`src/rtl/ps2_tx_pkg.sv`:
```
// ps2_tx_pkg: shared states, default timing and known command codes for the PS/2 host transmitter.
package ps2_tx_pkg;
  typedef enum logic [3:0] {
    IDLE, INHIBIT, REQ, WAIT_FE, DATA, PARITY, STOP, ACK, WAIT_IDLE, FAIL
  } tx_state_t;
  localparam int DEF_INHIBIT_CYCLES = 5000;
  localparam int DEF_START_TIMEOUT_CYCLES = 750000;
  localparam int DEF_PACKET_TIMEOUT_CYCLES = 100000;
  localparam int DEF_MAX_RETRIES = 2;
  localparam logic [7:0] CMD_SET_LEDS = 8'hED;
  localparam logic [7:0] CMD_RESET = 8'hFF;
  localparam logic [7:0] CMD_ECHO = 8'hEE;
  function automatic int max3(input int a, input int b, input int c);
    int m;
    m = a > b ? a : b;
    return m > c ? m : c;
  endfunction
endpackage

```
`src/rtl/ps2_line_sync.sv`:
```
// ps2_line_sync: 2-flop synchronizer with falling-edge detect on a third flop.
module ps2_line_sync (
  input  logic clk,
  input  logic rst,
  input  logic d,
  output logic q,
  output logic fe
);
  logic [2:0] s;
  // Reset to the idle-high bus level so no false edge follows reset.
  always_ff @(posedge clk)
    if (rst) s <= 3'b111;
    else s <= {s[1:0], d};
  assign q = s[1];
  assign fe = s[2] & ~s[1];
endmodule

```
`src/rtl/ps2_cmd_sender.sv`:
```
// ps2_cmd_sender: host-to-device PS/2 command byte transmitter; PS2_TX_RETRY_EN enables automatic retries.
module ps2_cmd_sender
  import ps2_tx_pkg::*;
#(
  parameter int INHIBIT_CYCLES = DEF_INHIBIT_CYCLES,
  parameter int START_TIMEOUT_CYCLES = DEF_START_TIMEOUT_CYCLES,
  parameter int PACKET_TIMEOUT_CYCLES = DEF_PACKET_TIMEOUT_CYCLES,
  parameter int MAX_RETRIES = DEF_MAX_RETRIES
) (
  input  logic       CLOCK_50,
  input  logic       reset,
  input  logic [7:0] cmd_data,
  input  logic       cmd_valid,
  output logic       cmd_ready,
  input  logic       ps2_clk_in,
  input  logic       ps2_dat_in,
  output logic       ps2_clk_oe,
  output logic       ps2_dat_oe,
  output logic       busy,
  output logic       done,
  output logic       error
);
  localparam int CW = $clog2(max3(INHIBIT_CYCLES, START_TIMEOUT_CYCLES, PACKET_TIMEOUT_CYCLES)) + 1;
  // Inhibit plus the one-cycle request phase together hold the clock low INHIBIT_CYCLES cycles.
  localparam logic [CW-1:0] INH_END = CW'(INHIBIT_CYCLES - 2);
  localparam logic [CW-1:0] START_END = CW'(START_TIMEOUT_CYCLES - 1);
  localparam logic [CW-1:0] PKT_END = CW'(PACKET_TIMEOUT_CYCLES - 1);
  tx_state_t state, state_n;
  logic [CW-1:0] cnt;
  logic [2:0] idx;
  logic [7:0] data;
  logic par, clk_s, clk_fe, dat_s, dat_fe, keep, pkt_to;
  ps2_line_sync u_clk (.clk(CLOCK_50), .rst(reset), .d(ps2_clk_in), .q(clk_s), .fe(clk_fe));
  ps2_line_sync u_dat (.clk(CLOCK_50), .rst(reset), .d(ps2_dat_in), .q(dat_s), .fe(dat_fe));
`ifdef PS2_TX_RETRY_EN
  localparam logic [3:0] RTRY = 4'(MAX_RETRIES);
  logic [3:0] retry_cnt;
  always_ff @(posedge CLOCK_50)
    if (reset || (state == IDLE && cmd_valid)) retry_cnt <= '0;
    else if (state == FAIL) retry_cnt <= retry_cnt + 4'd1;
`else
  localparam int unused_max_retries = MAX_RETRIES;
`endif
  logic unused_dat_fe;
  assign unused_dat_fe = dat_fe;
  assign busy = state != IDLE;
  assign pkt_to = cnt == PKT_END;
  // One packet timer spans DATA through STOP, so those hand-offs keep the count.
  assign keep = (state == DATA && state_n == PARITY) || (state == PARITY && state_n == STOP);
  always_comb begin
    state_n = state;
    cmd_ready = 1'b0;
    ps2_clk_oe = 1'b0;
    ps2_dat_oe = 1'b0;
    done = 1'b0;
    error = 1'b0;
    case (state)
      IDLE: begin
        cmd_ready = 1'b1;
        state_n = cmd_valid ? INHIBIT : IDLE;
      end
      INHIBIT: begin
        ps2_clk_oe = 1'b1;
        state_n = cnt == INH_END ? REQ : INHIBIT;
      end
      REQ: begin
        ps2_clk_oe = 1'b1;
        ps2_dat_oe = 1'b1;
        state_n = WAIT_FE;
      end
      WAIT_FE: begin
        ps2_dat_oe = 1'b1;
        state_n = clk_fe ? DATA : cnt == START_END ? FAIL : WAIT_FE;
      end
      DATA: begin
        ps2_dat_oe = ~data[idx];
        state_n = pkt_to ? FAIL : (clk_fe && idx == 3'd7) ? PARITY : DATA;
      end
      PARITY: begin
        ps2_dat_oe = ~par;
        state_n = pkt_to ? FAIL : clk_fe ? STOP : PARITY;
      end
      STOP: state_n = pkt_to ? FAIL : clk_fe ? ACK : STOP;
      ACK: state_n = dat_s ? FAIL : WAIT_IDLE;
      WAIT_IDLE: begin
        done = clk_s & dat_s;
        state_n = done ? IDLE : pkt_to ? FAIL : WAIT_IDLE;
      end
      FAIL: begin
`ifdef PS2_TX_RETRY_EN
        error = retry_cnt >= RTRY;
        state_n = error ? IDLE : INHIBIT;
`else
        error = 1'b1;
        state_n = IDLE;
`endif
      end
      default: state_n = IDLE;
    endcase
  end
  always_ff @(posedge CLOCK_50)
    if (reset) begin
      state <= IDLE;
      cnt <= '0;
      idx <= '0;
      data <= '0;
      par <= 1'b0;
    end else begin
      state <= state_n;
      cnt <= (state_n != state && !keep) ? '0 : cnt + 1'b1;
      idx <= state != DATA ? 3'd0 : idx + 3'(clk_fe);
      if (state == IDLE && cmd_valid) begin
        data <= cmd_data;
        par <= ~^cmd_data;
      end
    end
endmodule

```
`config.mk`:
```
export PLATFORM = sky130hd
export DESIGN_NAME = ps2_cmd_sender
export DESIGN_NICKNAME = d
export VERILOG_FILES = /design/src/rtl/ps2_tx_pkg.sv /design/src/rtl/ps2_line_sync.sv /design/src/rtl/ps2_cmd_sender.sv
export SDC_FILE = /design/constraint.sdc
export NUM_CORES = 1
export LEC_CHECK = 0
export BUFFER_PORTS_ARGS = -buffer_cell sky130_fd_sc_hd__clkbuf_2
export CAP_MARGIN = 10
export CORE_MARGIN = 3
export CORE_UTILIZATION = 55
export DETAILED_ROUTE_END_ITERATION = 6
export PLACE_DENSITY_LB_ADDON = 0.15
export SYNTH_ARGS = -nofsm -noshare
export SYNTH_HDL_FRONTEND = slang
export SYNTH_SLANG_ARGS = --single-unit
```
`constraint.sdc`:
```
create_clock -name CLOCK_50 -period 3 [get_ports CLOCK_50]
set_input_delay 0 -clock CLOCK_50 [delete_from_list [all_inputs] [get_ports CLOCK_50]]
set_output_delay 0 -clock CLOCK_50 [all_outputs]
set_load 0.005 [all_outputs]
```
==> flow_metrics.tcl, run 1 <==
set metrics [dict create \
    ys.flop_type "dfxtp_1" \
    numClockSinks 42 \
    htreeDepth 2 \
    cts_buffer_depth 2 \
    grt_busiest_layer "met2" \
    dieArea_sq_um 5358 \
    cts_hold_buf 10 \
    crit_required_ps 3200 \
    grt_max_degree 41 \
    hold_slack_ps 115.5 \
    drive_gt1_share_pct 22.55 \
    final_hold_viol_count 0 \
    timing.fmax_mhz 360.8 \
    syn-cell-area_sq_um 2484 \
    grt_use_met1_pct 32.62 \
    cp.buffers_inverters 1 \
    antenna_found_initial 0 \
    crit_path_start_kind "register" \
    gp_congestion 0.9989 \
    yosysSeqAreaShare_pct 33.85 \
    die-width_um 73.20 \
    fin_area_sq_um 2836 \
    via_count 2133 \
    wl_per_cell_um 15.72 \
    drc 0 \
    power.density_nw_per_um2 411.6 \
    grt_pass1_vias 2121 \
    synth_edf_count 0 \
    cts_resized 0 \
    cts_setup_buffers 0 \
    hold_class "in2reg" \
    diodes 0 \
    grt_pass1_wl_mm 9.901 \
    preCtsSetupSlack_ps 244.4 \
    cp_top_family "simple AND/OR/NAND/NOR gates" \
    cts_tree "done" \
    cpMaxStageDelayCell "or4_1" \
    async_flop_share_pct 0 \
    ir_drop_mv 0.3789 \
    slew_headroom_pct 30.85 \
    core_area_sq_um 4173 \
    nets 322 \
    fin_ws_ps 228.2 \
    syn_nets 296 \
    synth_cells 279 \
    viasPerCell 5.992 \
    cts-root-buf "clkbuf_8" \
    ys_ff_latch 42 \
    synth_top_cell_area_share_pct 33.85 \
    dr.first_iter.drc_count 274 \
    grt_use_met3_pct 4.821 \
    maxCapViolations 0 \
    ys_warn_count 0 \
    place_hpwl_mm 3.837 \
    period_needed_ps 2772 \
    slew_violations 0 \
    num-fill-cells 335 \
    first_pass_iters 4 \
    tightest_slew_ps 1037 \
    synth_top_area_cell "dfxtp_1" \
    outcome "complete, no violations" \
    finalSetupViolCount 0 \
    cts_made_buffers 5 \
    rows 23 \
    die_h_um 73.20 \
    cp_max_fo 13 \
    ys_top_cells_by_area "dfxtp_1 34%, a211oi_2 10%, xnor2_1 7.4%, a21oi_1 4.4%, nand3_1 4.2%" \
    arrival_ps 2980 \
    setup_tns_ps 0 \
    synthToLayoutAreaGrowth_pct 14.21 \
    ant_nets 0 \
    io_pins 19 \
    min_period_over_period_pct 92.39 \
    drt-total-wl_mm 5.597 \
    leakage_nw 0.9083 \
    cp_slowest_stage_delay_ps 590 \
    place_area_sq_um 2623 \
    critPathKind "reg2reg" \
    cp-end-kind "register" \
    start_util_pct 59.52 \
    synthDistinctLibCells 51 \
    path_clk_slew_ps 80 \
    met2_usage_pct 35.85 \
    track_usage_pct 23.44 \
    rsz0062_at_grt "no" \
    finClkSkew_ps 5.318 \
    syn_area_per_cell_sq_um 8.902 \
    cp_cell_sequence "or4_1, nor4_4, a21oi_2, a221oi_2, nand4b_2, buf_12, a211oi_2" \
    portBuffers 18 \
    overflow 0 \
    clk-insertion-delay-late_ps 300 \
]
[path summary, 6_finish.rpt]
path	from	endpoint	slack, ps	depth (start not counted)
worst max register to register	cnt[18]	cnt[9]	230	7
worst min-delay path	cmd_valid	data[1]	120	3
worst max-delay path	cnt[18]	cnt[9]	230	7
worst min register to register	u_clk.s[0]	u_clk.s[1]	420	1
[synthesized netlist by cell type, drive strengths merged, types with 3 or more instances]
cell type	number
xnor2	21
nand2b	4
buf	5
or4b	3
and2	6
nor3	8
nand4	3
and3	4
nand2	22
clkbuf	8
nand3	22
a21oi	23
inv	9
a211oi	21
dfxtp	42
ha	4
nor2b	3
xor2	6
or2	8
nor2	22
o21ai	5
[layout make-up]
class | instances | area [sq um] | share of cell area (%)
inverters | 9 | 33.78 | 1.191
clock inverters | 3 | 45.04 | 1.588
well taps | 50 | 62.56 | 2.206
multi-input cells | 215 | 1540 | 54.30
clock buffers | 5 | 68.82 | 2.426
repair buffers | 32 | 245.2 | 8.646
flip-flops and latches | 42 | 840.8 | 29.64
[kinds of logic (layout without fill, tap and decap cells)]
group / after synthesis / count (layout) / synth area share [%]
flops: 42 / 42 / 33.85
xor+xnor: 27 / 27 / 9.522
mux: 3 / 3 / 2.217
simple gates: 119 / 119 / 26.60
compound gates: 62 / 62 / 21.26
fa+ha+maj: 4 / 4 / 2.015
buf+inv: 22 / 49 / 4.534
[power breakdown]
group	total, mW	switching (mW)	internal [mW]
Combinational	0.128	0.0727	0.0549
Clock	0.455	0.207	0.248
Sequential	0.585	0.0130	0.572
[routing by layer]
layer / part of all wire, % / wire [um]
met2: 45 / 2538
met5: 0 / 0
met1: 48 / 2703
met3: 4.1 / 232
met4: 2.2 / 123
[stage by stage]
stage          util (%)  total power [mW]  instances
6_report          67.98             1.168        356
5_1_grt           67.98             1.210        356
4_1_cts           67.98             1.175        356
3_5_place_dp      62.85            0.7131        338
3_3_place_gp      62.85            0.7115        338
2_1_floorplan         -            0.6818        279
[tightest hold or removal path: cells and delay by family]
kind            cells  cell delay (ps)
compound gates      1               50
buf+inv             1              190
simple gates        1              130
[placed cells by master, fill, tap and decap left out, drive strengths merged, types with 3 or more instances in the layout]
cell type    count
nor3             8
and3             4
nand2b           4
dlygate4sd3     10
inv              9
or4b             3
nand4            3
nor2b            3
xnor2           21
buf              4
ha               4
or2              8
nand3           22
clkbuf          23
o21ai            5
nor2            22
a211oi          21
a21oi           23
and2             6
xor2             6
nand2           22
dfxtp           42
[state kept, by name, summed over array words and instances, names as in the netlist]
name     count
cnt         21
par          1
u_clk.s      3
u_dat.s      2
state        4
data         8
idx          3
No activity file was read; power rests on OpenSTA's default activity.
==> inputs of run 2 (changes only) <==
- RECOVER_POWER: not set -> 25
==> run 2 against run 1 <==
Net effect:
- clock-buffer cell count unchanged
- global-route usage did not move
- flip-flop and latch count did not move
- power about the same
- sequential share of layout area unchanged
- critical path depth is the same
- final area unchanged
- first-iteration DRC count did not move
- core utilization is the same
- routed wire length rose by 0.11%
- clock skew increased by 1.6 ps
- via count rose by 0.98%
- critical path type unchanged
==> flow_metrics.tcl, run 2 (synthesis gave the netlist of run 1 again) <==
set metrics [dict create \
    outcome "complete, no violations" \
    seqCellArea_sq_um 840.8 \
    clk-insertion-delay-late_ps 300 \
    cts_made_buffers 5 \
    ir_drop_mv 0.3789 \
    mostFrequentLayoutCell "dfxtp_1" \
    path_clk_slew_ps 90 \
    grt_pass1_vias 2121 \
    final_hold_viol_count 0 \
    critPathKind "reg2reg" \
    stdcell_count 356 \
    drive_gt1_share_pct 22.22 \
    die_h_um 73.20 \
    first_pass_iters 4 \
    power.density_nw_per_um2 411.9 \
    wl_per_cell_um 15.74 \
    multi_input_area_sq_um 1540 \
    drt-total-wl_mm 5.603 \
    portBuffers 18 \
    crit_required_ps 3200 \
    reg.largest.list "cnt x21, data x8, state x4" \
    cp_max_fo 13 \
    finClkSkew_ps 6.879 \
    drc 0 \
    top_register "cnt" \
    setup_tns_ps 0 \
    cp-end-kind "register" \
    hold_slack_ps 118.5 \
    synthToLayoutAreaGrowth_pct 14.21 \
    slew_headroom_pct 30.79 \
    nets 322 \
    ant_nets 0 \
    overflow 0 \
    place_hpwl_mm 3.837 \
    viasPerCell 6.051 \
    die-width_um 73.20 \
    start_util_pct 59.52 \
    dieArea_sq_um 5358 \
    power_mw 1.168 \
    leakage_nw 0.9075 \
    slew_violations 0 \
    arrival_ps 2970 \
    regToRegSetupSlack_ps 230 \
    placed_cells 338 \
    crit_path_start_kind "register" \
    maxCapViolations 0 \
    cts_resized 0 \
    htreeDepth 2 \
    via_count 2154 \
    period_needed_ps 2772 \
    diodes 0 \
    grt_max_degree 41 \
    core_area_sq_um 4173 \
    io_pins 19 \
    rsz0062_at_grt "no" \
    cts-root-buf "clkbuf_8" \
    rows 23 \
    dr.first_iter.drc_count 274 \
    hold_class "in2reg" \
    final_cell_mix "42 x dfxtp_1, 22 x a21oi_1, 22 x nand2_1" \
    cts_buffer_depth 2 \
    min_period_over_period_pct 92.39 \
    num-fill-cells 335 \
    gp_congestion 0.9989 \
    cts_tree "done" \
    numClockSinks 42 \
    finalSetupViolCount 0 \
    post-route-util_pct 67.98 \
    track_usage_pct 23.44 \
    largest_reg_flops 21 \
    timing.fmax_mhz 360.8 \
    grt_pass1_wl_mm 9.901 \
    antenna_found_initial 0 \
    tightest_slew_ps 1038 \
]
[run 2: changes by cell type in the layout (fill, tap and decap cells not counted)]
| cell | delta |
|---|---|
| and2_0 | +1 |
| and2_1 | -1 |
| inv_1 | +1 |
| inv_2 | -1 |
[run 2: routing by layer]
metal  part of all wire, %  track usage [%]
met5                     0                0
met4                   2.2            8.197
met3                   4.6            4.821
met2                    45            35.85
met1                    48            32.62
[run 2: final timing paths]
| kind | from | end | cells past startpoint |
|---|---|---|---|
| hold / removal | cmd_valid | data[0] | 3 |
| setup / recovery | cnt[18] | cnt[9] | 7 |
| hold reg to reg | u_clk.s[0] | u_clk.s[1] | 1 |
| setup reg to reg | cnt[18] | cnt[9] | 7 |
[run 2: area by class of cell]
class | instances | share of cell area [%]
Clock buffer | 5 | 2.426
Tap cell | 50 | 2.206
Sequential cell | 42 | 29.64
Multi-Input combinational cell | 215 | 54.30
Clock inverter | 3 | 1.588
Timing Repair Buffer | 32 | 8.646
Inverter | 9 | 1.191
[run 2: what timing repair did]
action                                 CTS  global route
endpoints found under the hold margin   10             0
setup endpoints to repair                0             0
setup buffers                            0             0
hold buffers                            10             0
[run 2: through the flow]
| step | cell area [sq um] | setup slack (ps) |
|---|---|---|
| final | 2836 | 228.2 |
| after global routing | 2836 | 14.83 |
| after CTS | 2836 | 220.5 |
| after detailed placement | 2623 | 244.4 |
| after global placement | 2623 | 336.2 |
| after floorplan | 2484 | 696.4 |
[run 2: worst max-delay path, cell delays in order, from the launching register on]
cell and delay [ps]:
dfxtp_1 360, or4_1 590, nor4_4 440, a21oi_2 160, a221oi_2 230, nand4b_2 390
buf_12 300, a211oi_2 210
[run 2: power by group]
| group | total [mW] | switching, mW | internal [mW] |
|---|---|---|---|
| registers | 0.585 | 0.0129 | 0.572 |
| clock network | 0.456 | 0.208 | 0.248 |
| logic | 0.127 | 0.0726 | 0.0548 |
